[config.mk]
export PLATFORM = sky130hd
export DESIGN_NAME = multicycle_controller
export DESIGN_NICKNAME = d
export VERILOG_FILES = /design/src/rtl/multicycle_controller_pkg.sv /design/src/rtl/multicycle_controller_alu_decoder.sv /design/src/rtl/multicycle_controller.sv
export SDC_FILE = /design/constraint.sdc
export NUM_CORES = 1
export LEC_CHECK = 0
export BUFFER_PORTS_ARGS = -buffer_cell sky130_fd_sc_hd__buf_2
export CAP_MARGIN = 25
export CORE_AREA = 2 2 39 41
export CTS_BUF_LIST = sky130_fd_sc_hd__clkbuf_4 sky130_fd_sc_hd__clkbuf_8
export DETAILED_ROUTE_END_ITERATION = 10
export DIE_AREA = 0 0 41 43
export PLACE_DENSITY = 0.75
export SETUP_SLACK_MARGIN = 0.05
export SLEW_MARGIN = 20
export SYNTH_ARGS = -nofsm -noshare
export SYNTH_HDL_FRONTEND = slang
export SYNTH_HIERARCHICAL = 1
export SYNTH_SLANG_ARGS = --single-unit
[constraint.sdc]
create_clock -name clk -period 1.6 [get_ports clk]
set_input_delay 0.16 -clock clk [delete_from_list [all_inputs] [get_ports clk]]
set_output_delay 0.16 -clock clk [all_outputs]
set_load 0.01 [all_outputs]
[src/rtl/multicycle_controller_pkg.sv]
// multicycle_controller_pkg: states, opcodes and control encodings for the multicycle controller
package multicycle_controller_pkg;

   typedef enum logic [3:0] {
      S_FETCH, S_DECODE, S_MEMADR, S_MEMREAD, S_MEMWB, S_MEMWRITE,
      S_EXECUTER, S_EXECUTEI, S_ALUWB, S_BEQ, S_JAL
`ifdef MULTICYCLE_CONTROLLER_TRAP_EN
      , S_TRAP
`endif
   } state_t;

   localparam logic [6:0] OP_LW   = 7'b0000011;
   localparam logic [6:0] OP_SW   = 7'b0100011;
   localparam logic [6:0] OP_R    = 7'b0110011;
   localparam logic [6:0] OP_I    = 7'b0010011;
   localparam logic [6:0] OP_BEQ  = 7'b1100011;
   localparam logic [6:0] OP_JAL  = 7'b1101111;

   localparam logic [1:0] ALU_OP_ADD   = 2'b00;
   localparam logic [1:0] ALU_OP_SUB   = 2'b01;
   localparam logic [1:0] ALU_OP_FUNCT = 2'b10;

   localparam logic [2:0] ALU_ADD = 3'b000;
   localparam logic [2:0] ALU_SUB = 3'b001;
   localparam logic [2:0] ALU_AND = 3'b010;
   localparam logic [2:0] ALU_OR  = 3'b011;
   localparam logic [2:0] ALU_SLT = 3'b101;

   localparam logic [1:0] IMM_I = 2'b00;
   localparam logic [1:0] IMM_S = 2'b01;
   localparam logic [1:0] IMM_B = 2'b10;
   localparam logic [1:0] IMM_J = 2'b11;

   localparam logic [1:0] RES_ALUOUT = 2'b00;
   localparam logic [1:0] RES_DATA   = 2'b01;
   localparam logic [1:0] RES_ALU    = 2'b10;

   localparam logic [1:0] SRCA_PC    = 2'b00;
   localparam logic [1:0] SRCA_OLDPC = 2'b01;
   localparam logic [1:0] SRCA_RS1   = 2'b10;

   localparam logic [1:0] SRCB_RS2  = 2'b00;
   localparam logic [1:0] SRCB_IMM  = 2'b01;
   localparam logic [1:0] SRCB_FOUR = 2'b10;

   localparam logic ADR_PC     = 1'b0;
   localparam logic ADR_RESULT = 1'b1;

   function automatic logic [1:0] imm_src_of(input logic [6:0] op);
      return (op == OP_SW) ? IMM_S :
             (op == OP_BEQ) ? IMM_B :
             (op == OP_JAL) ? IMM_J : IMM_I;
   endfunction

endpackage

[src/rtl/multicycle_controller_alu_decoder.sv]
// alu_decoder: turns the coarse ALU operation plus funct fields into an ALU opcode
module alu_decoder
   import multicycle_controller_pkg::*;
(
   input  logic [1:0] alu_op,
   input  logic [2:0] funct3,
   input  logic       op5,
   input  logic       funct7b5,
   output logic [2:0] alu_control
);

   // funct3 selects the operation only for register/immediate ALU instructions
   always_comb begin
      alu_control = ALU_ADD;
      if (alu_op == ALU_OP_SUB)
         alu_control = ALU_SUB;
      else if (alu_op == ALU_OP_FUNCT)
         case (funct3)
            3'b000:  alu_control = (op5 & funct7b5) ? ALU_SUB : ALU_ADD;
            3'b010:  alu_control = ALU_SLT;
            3'b110:  alu_control = ALU_OR;
            3'b111:  alu_control = ALU_AND;
            default: alu_control = ALU_ADD;
         endcase
   end

endmodule

[src/rtl/multicycle_controller.sv]
// multicycle_controller: Moore FSM sequencing the multicycle RV32I datapath; MULTICYCLE_CONTROLLER_TRAP_EN adds a trap on unknown opcodes
module multicycle_controller
   import multicycle_controller_pkg::*;
(
   input  logic       clk,
   input  logic       reset,
   input  logic [6:0] op,
   input  logic [2:0] funct3,
   input  logic       funct7b5,
   input  logic       zero,
   output logic       pc_write,
   output logic       adr_src,
   output logic       mem_write,
   output logic       ir_write,
   output logic       reg_write,
   output logic [1:0] result_src,
   output logic [1:0] alu_src_a,
   output logic [1:0] alu_src_b,
   output logic [2:0] alu_control,
   output logic [1:0] imm_src,
   output logic       illegal_instr
);

   state_t     state, state_next;
   logic [1:0] alu_op;
   logic       pc_update, branch, ir_wr, mem_wr, reg_wr;

   // State register; reset drops back to FETCH immediately
   always_ff @(posedge clk or posedge reset)
      if (reset) state <= S_FETCH;
      else       state <= state_next;

   // Next state and raw per-state controls
   always_comb begin
      state_next = S_FETCH;
      alu_op     = ALU_OP_ADD;
      alu_src_a  = SRCA_PC;
      alu_src_b  = SRCB_RS2;
      result_src = RES_ALUOUT;
      adr_src    = ADR_PC;
      pc_update  = 1'b0;
      branch     = 1'b0;
      ir_wr      = 1'b0;
      mem_wr     = 1'b0;
      reg_wr     = 1'b0;
      case (state)
         S_FETCH: begin
            state_next = S_DECODE;
            ir_wr      = 1'b1;
            alu_src_b  = SRCB_FOUR;
            result_src = RES_ALU;
            pc_update  = 1'b1;
         end
         S_DECODE: begin
            alu_src_a = SRCA_OLDPC;
            alu_src_b = SRCB_IMM;
            case (op)
               OP_LW, OP_SW: state_next = S_MEMADR;
               OP_R:         state_next = S_EXECUTER;
               OP_I:         state_next = S_EXECUTEI;
               OP_JAL:       state_next = S_JAL;
               OP_BEQ:       state_next = S_BEQ;
`ifdef MULTICYCLE_CONTROLLER_TRAP_EN
               default:      state_next = S_TRAP;
`else
               default:      state_next = S_FETCH;
`endif
            endcase
         end
         S_MEMADR: begin
            state_next = (op == OP_LW) ? S_MEMREAD : S_MEMWRITE;
            alu_src_a  = SRCA_RS1;
            alu_src_b  = SRCB_IMM;
         end
         S_MEMREAD: begin
            state_next = S_MEMWB;
            adr_src    = ADR_RESULT;
         end
         S_MEMWB: begin
            result_src = RES_DATA;
            reg_wr     = 1'b1;
         end
         S_MEMWRITE: begin
            adr_src = ADR_RESULT;
            mem_wr  = 1'b1;
         end
         S_EXECUTER: begin
            state_next = S_ALUWB;
            alu_src_a  = SRCA_RS1;
            alu_op     = ALU_OP_FUNCT;
         end
         S_EXECUTEI: begin
            state_next = S_ALUWB;
            alu_src_a  = SRCA_RS1;
            alu_src_b  = SRCB_IMM;
            alu_op     = ALU_OP_FUNCT;
         end
         S_ALUWB: reg_wr = 1'b1;
         S_JAL: begin
            state_next = S_ALUWB;
            alu_src_a  = SRCA_OLDPC;
            alu_src_b  = SRCB_FOUR;
            pc_update  = 1'b1;
         end
         S_BEQ: begin
            alu_src_a = SRCA_RS1;
            alu_op    = ALU_OP_SUB;
            branch    = 1'b1;
         end
`ifdef MULTICYCLE_CONTROLLER_TRAP_EN
         S_TRAP: state_next = S_TRAP;
`endif
         default: state_next = S_FETCH;
      endcase
   end

   alu_decoder u_alu_decoder (
      .alu_op      (alu_op),
      .funct3      (funct3),
      .op5         (op[5]),
      .funct7b5    (funct7b5),
      .alu_control (alu_control)
   );

   assign imm_src   = imm_src_of(op);
   assign pc_write  = ~reset & (pc_update | (branch & zero));
   assign ir_write  = ~reset & ir_wr;
   assign mem_write = ~reset & mem_wr;
   assign reg_write = ~reset & reg_wr;

`ifdef MULTICYCLE_CONTROLLER_TRAP_EN
   assign illegal_instr = ~reset & (state == S_TRAP);
`else
   assign illegal_instr = 1'b0;
`endif

endmodule
Yosys cells after proc, flatten, opt, wreduce, memory -nomap -nowiden. Cells that the tools add are included.

Equality and inequality tests: 21. Multiplexer cells: 20. Bitwise operators: 8. Reduce and logical (&&, ||, !) cells: 11.

Operator list (number): 4-bit one-hot mux with 5 select lines (2); 4-bit by 3-bit equality test with 1-bit output (second input constant) (4); 2-bit one-hot mux with 2 select lines (4); 7-bit by 6-bit equality test with 1-bit output (second input constant) (2); 7-bit equality test (second input constant) (2); 4-bit equality test (second input constant) (3); 3-bit one-hot mux with 4 select lines (1); 2-bit OR reduction (6); 3-bit 2-to-1 mux (3); 4-bit by 2-bit equality test with 1-bit output (second input constant) (2); 7-bit by 2-bit equality test with 1-bit output (second input constant) (1); 7-bit by 5-bit equality test with 1-bit output (second input constant) (1); 1-bit 2-to-1 mux (7); 1-bit AND (6); 3-bit equality test (second input constant) (2); 2-bit 2-to-1 mux (3); 3-bit OR reduction (2); 4-bit by 1-bit equality test with 1-bit output (second input constant) (1); 4-bit zero test (1); 4-bit OR reduction (1); 3-bit by 2-bit equality test with 1-bit output (second input constant) (1); 3-bit zero test (1); 2-bit by 1-bit equality test with 1-bit output (second input constant) (1); 2-bit equality test (second input constant) (1); other kinds (2) (2).

Register bits: 4. Input bits: 14. Word-level logic and storage cells: 61.

Depth between registers and ports, before layout.
Word-level depth: 6. Gate-level depth with buffers: 7.

Hierarchy. Netlist, hierarchy kept.

Modules (own cells, without submodules): multicycle_controller (instances 1, cells each 65, area an instance 503.0 um2, seq. area each 100.1 um2); alu_decoder (instances 1, cells each 9, area an instance 57.6 um2, seq. area each 0.0 um2).

Worst setup path before layout. No wires, ideal clock.

Kind: reg2out. From: register state[1]. To: output alu_control[0]. Arrival: 1.180 ns. Required time: 1.440 ns. Path slack: 0.260 ns. Cell stages (with the launch flop): 7. Buffers on the path: 1. Path through: dfrtp_1 > buf_6 > inv_1 > nand2_1 > nor2_1 > inv_1 > o22ai_1.

Word-level cells in the longest chain between the ends: 6. Elaborated cells between the ends (all ways): 9.

Ends and longest elaborated chain: start, declared (line multicycle_controller.sv:24) `state_t state, state_next;`; start signal, assigned (line multicycle_controller.sv:31) `else state <= state_next;`; 4-bit by 3-bit equality test with 1-bit output (line multicycle_controller.sv:46) `case (state)`; 2-bit OR reduction (no source line); 2-bit one-hot mux with 2 select lines (*) (line multicycle_controller.sv:46); net alu_op[0] (line multicycle_controller.sv:25) `logic [1:0] alu_op;`; 2-bit equality test (line multicycle_controller_alu_decoder.sv:17) `else if (alu_op == ALU_OP_FUNCT)`; 3-bit 2-to-1 mux (line multicycle_controller_alu_decoder.sv:17); 3-bit 2-to-1 mux (*) (line multicycle_controller_alu_decoder.sv:15) `if (alu_op == ALU_OP_SUB)`; end, declared (line multicycle_controller.sv:19) `output logic [2:0] alu_control,`.

The timed path passes the listed nets; every way through them passes the cells marked *.

Worst setup path after layout.
From: register state[2]. To: output ir_write.

Word-level cells in the longest chain between the ends: 3.

Ends and longest elaborated chain: 4-bit zero test (line multicycle_controller.sv:46); 1-bit 2-to-1 mux (line multicycle_controller.sv:46); 1-bit AND (line multicycle_controller.sv:127) `assign ir_write = ~reset & ir_wr;`; end, declared (line multicycle_controller.sv:14) `output logic ir_write,`.

Every way passes these cells.

==> results.py <==
metrics = {
    "status": {
        "status": "finished with violations",
        "violations": "setup timing",
    },
    "placed_design": {
        "dp_hpwl_um": 1160,
        "gp_congestion": 0.835,
        "io_buffers": 29,
    },
    "power": {
        "leakage_nw": 0.428,
        "p_comb_frac": 0.714,
        "p_int_w": 0.000536,
        "clockPowerShare": 0.135,
        "switching_share": 0.409,
        "switchingPower_w": 0.000371,
        "power_density_nw_per_um2": 964,
        "vdd_drop_max_mv": 0.522,
        "seqPwrFrac": 0.150,
    },
    "global_route": {
        "antenna_found_initial": 0,
        "grt_pass1_vias": 609,
        "grt_max_degree": 13,
        "grt_pass1_wl_um": 2600,
        "grt.overflow.total": 0,
        "grt_use_total": 0.218,
    },
    "worst_setup_path": {
        "critPathLaunchType": "flip-flop",
        "timing.critical_path.buf_inv": 2,
        "r2r_slack_ns": 0.33,
        "cp_max_fo": 12,
        "arrival_ns": 1.47,
        "worst_setup_path_end_kind": "primary output",
        "critPathMaxStageDelay_ns": 0.45,
        "slowest_stage": "dfrtp_2",
        "path_cells": "buf_8 -> nor4_4 -> and2_1 -> buf_2",
        "path_delay_family": "simple AND/OR/NAND/NOR gates",
        "crit_type": "reg -> out",
        "critPathRequiredTime_ns": 1.44,
    },
    "timing": {
        "holdWs_ns": 0.299,
        "grt_setup_unrepaired": "true",
        "setup_tns_ns": -0.0431,
        "hold_viol": 0,
        "fin_crit_sh": 1.02,
        "drv_slew": 0,
        "fmax_mhz": 613,
        "worst_slack_ns": -0.0317,
        "setup_violations": 3,
        "period_minus_slack_ns": 1.63,
        "clock_skew_ns": 0.00174,
    },
    "die": {
        "coreArea_sq_um": 1380,
        "die-area_sq_um": 1760,
        "die_w_um": 41,
        "io_pins": 31,
        "rows": 14,
        "start_util": 0.405,
        "die_y_um": 43,
    },
    "layout": {
        "regMostFlops": "state",
        "final_common_cell": "buf_2",
        "largest_register_ffs": 4,
        "reg_top3": "state: 4 flops",
        "drive_above_1_share": 0.600,
        "antenna_cells": 0,
        "syn2layout_area_growth_pct": 67.9,
        "final_cell_mix": "29 x buf_2, 8 x buf_4, 6 x nor2_1",
        "nNetsFinal": 131,
    },
    "synthesis": {
        "synth_mux_area_frac": 0,
        "yosysSeqAreaShare": 0.179,
        "yosys.area_share.simple": 0.444,
        "syn_inst": 74,
        "synth_top_area_frac": 0.179,
        "synth_top_family_by_area": "simple AND/OR/NAND/NOR gates",
        "avgSynthCellArea_sq_um": 7.57,
        "ys_ff_latch": 4,
        "synth_compound_area_frac": 0.243,
        "synth_cell_types": 34,
        "synthTopCellsByArea": "dfrtp_1 18%, nor2_1 6.0%, a2111oi_2 5.4%",
        "synth_area_sq_um": 561,
        "synth-xor-area-share": 0.0313,
        "synthAdderAreaFrac": 0,
        "ys.warnings.count": 6,
        "syn_nets": 88,
        "synth_top_area_cell": "dfrtp_1",
    },
    "cts": {
        "clkTransAtPathRegs_ns": 0.04,
        "cts_buffers": 3,
        "clockBufferDepth": 2,
        "cts_tree": "done",
        "htree_levels": 1,
        "cts-root-buf": "clkbuf_4",
        "cts_sinks": 4,
        "clk_latency_ns": 0.23,
    },
    "drt": {
        "dr.first_iter.drc_count": 11,
        "vias_per_cell": 5.63,
        "dr.pass1.iters": 4,
        "ant_nets": 0,
        "wl_per_cell_um": 13.2,
        "totalWireLength_um": 1730,
        "drc": 0,
        "vias": 738,
    },
    "worst_hold_path": {
        "hold_path_class": "in -> reg",
    },
    "flow_run": {
        "drv_cap": 0,
    },
}
[routing by layer]
metal | global-route usage | up-vias | share of wire
li1 | - | 356 | -
met1 | 0.265 | 351 | 0.42
met2 | 0.356 | 26 | 0.52
met3 | 0.0314 | 5 | 0.039
met4 | 0.100 | 0 | 0.024
met5 | 0 | - | 0
[cell families (layout without fill, tap and decap cells)]
kind of cell    after synthesis  after routing
flops                         4              4
simple gates                 40             40
xor+xnor                      2              2
compound gates               18             18
buf+inv                       9             50
other cells                   1              1
[power by group through the flow]
stage	logic, W	registers, W	clock network, W
floorplan	0.000281	0.000134	0
global placement	0.000396	0.000153	0
detailed placement	0.000401	0.000157	0
CTS	0.000564	0.000135	0.000125
global route	0.000709	0.000139	0.000128
finish	0.000648	0.000136	0.000123
[final cells by class]
type / count / area (sq um)
Multi-Input combinational cell: 61 / 504
Clock buffer: 3 / 22.5
Tap cell: 16 / 20.0
Sequential cell: 4 / 104
Timing Repair Buffer: 43 / 275
Inverter: 4 / 15.0
Fill cell: 113 / 443
[repair_timing]
item                       CTS  global route
hold buffers                 1             0
pin swaps                    8             4
gates resized for setup     16            12
cloned                       0             0
setup endpoints to repair    8            10
hold endpoints to repair     4             0
setup buffers                6             1
[per-stage QoR]
stage               utilization  cell area [sq um]  setup WS, ns  instances  power, W
global route              0.680                941        -0.110        131  0.000975
finish                    0.680                941       -0.0317        131  0.000907
detailed placement        0.529                732        0.0743        120  0.000558
floorplan                     -                561         0.260         74  0.000415
CTS                       0.639                885      -0.00628        130  0.000824
global placement          0.529                732         0.130        120  0.000549
[cell usage after synthesis]
cell / instances
a211oi_1: 2
buf_6: 1
nor3_2: 2
buf_2: 1
and3b_1: 1
o21ai_0: 1
or3_1: 1
dfrtp_1: 4
and2_1: 3
inv_1: 4
conb_1: 1
nor3_1: 5
xnor2_1: 1
a31oi_1: 1
buf_4: 3
o22ai_1: 2
and2b_2: 1
nand2_1: 4
o2111ai_1: 2
nor2b_4: 1
nand2b_1: 4
xor2_1: 1
and2b_1: 1
nor3b_1: 3
nor2b_1: 1
nor4_2: 1
a41oi_1: 2
a2111oi_2: 2
nor4b_1: 1
nor2_1: 9
nor4_1: 1
and4b_1: 1
a21oi_1: 5
a22oi_1: 1
[tightest hold or removal path, stage by stage]
cell and delay (ns):
buf_2 0.10, nor2_1 0.06, o2111ai_1 0.10, a211oi_1 0.07
[path summary, 6_finish.rpt]
check / start / depth (start not counted) / end
hold / removal: op[3] / 4 / state[0]
hold reg to reg: state[3] / 2 / state[0]
setup / recovery: state[2] / 4 / ir_write
setup reg to reg: state[2] / 3 / state[1]
max in group asynchronous: reset / 3 / state[2]
min in group asynchronous: reset / 3 / state[3]
Note: power is estimated with default switching activity, not from simulation.
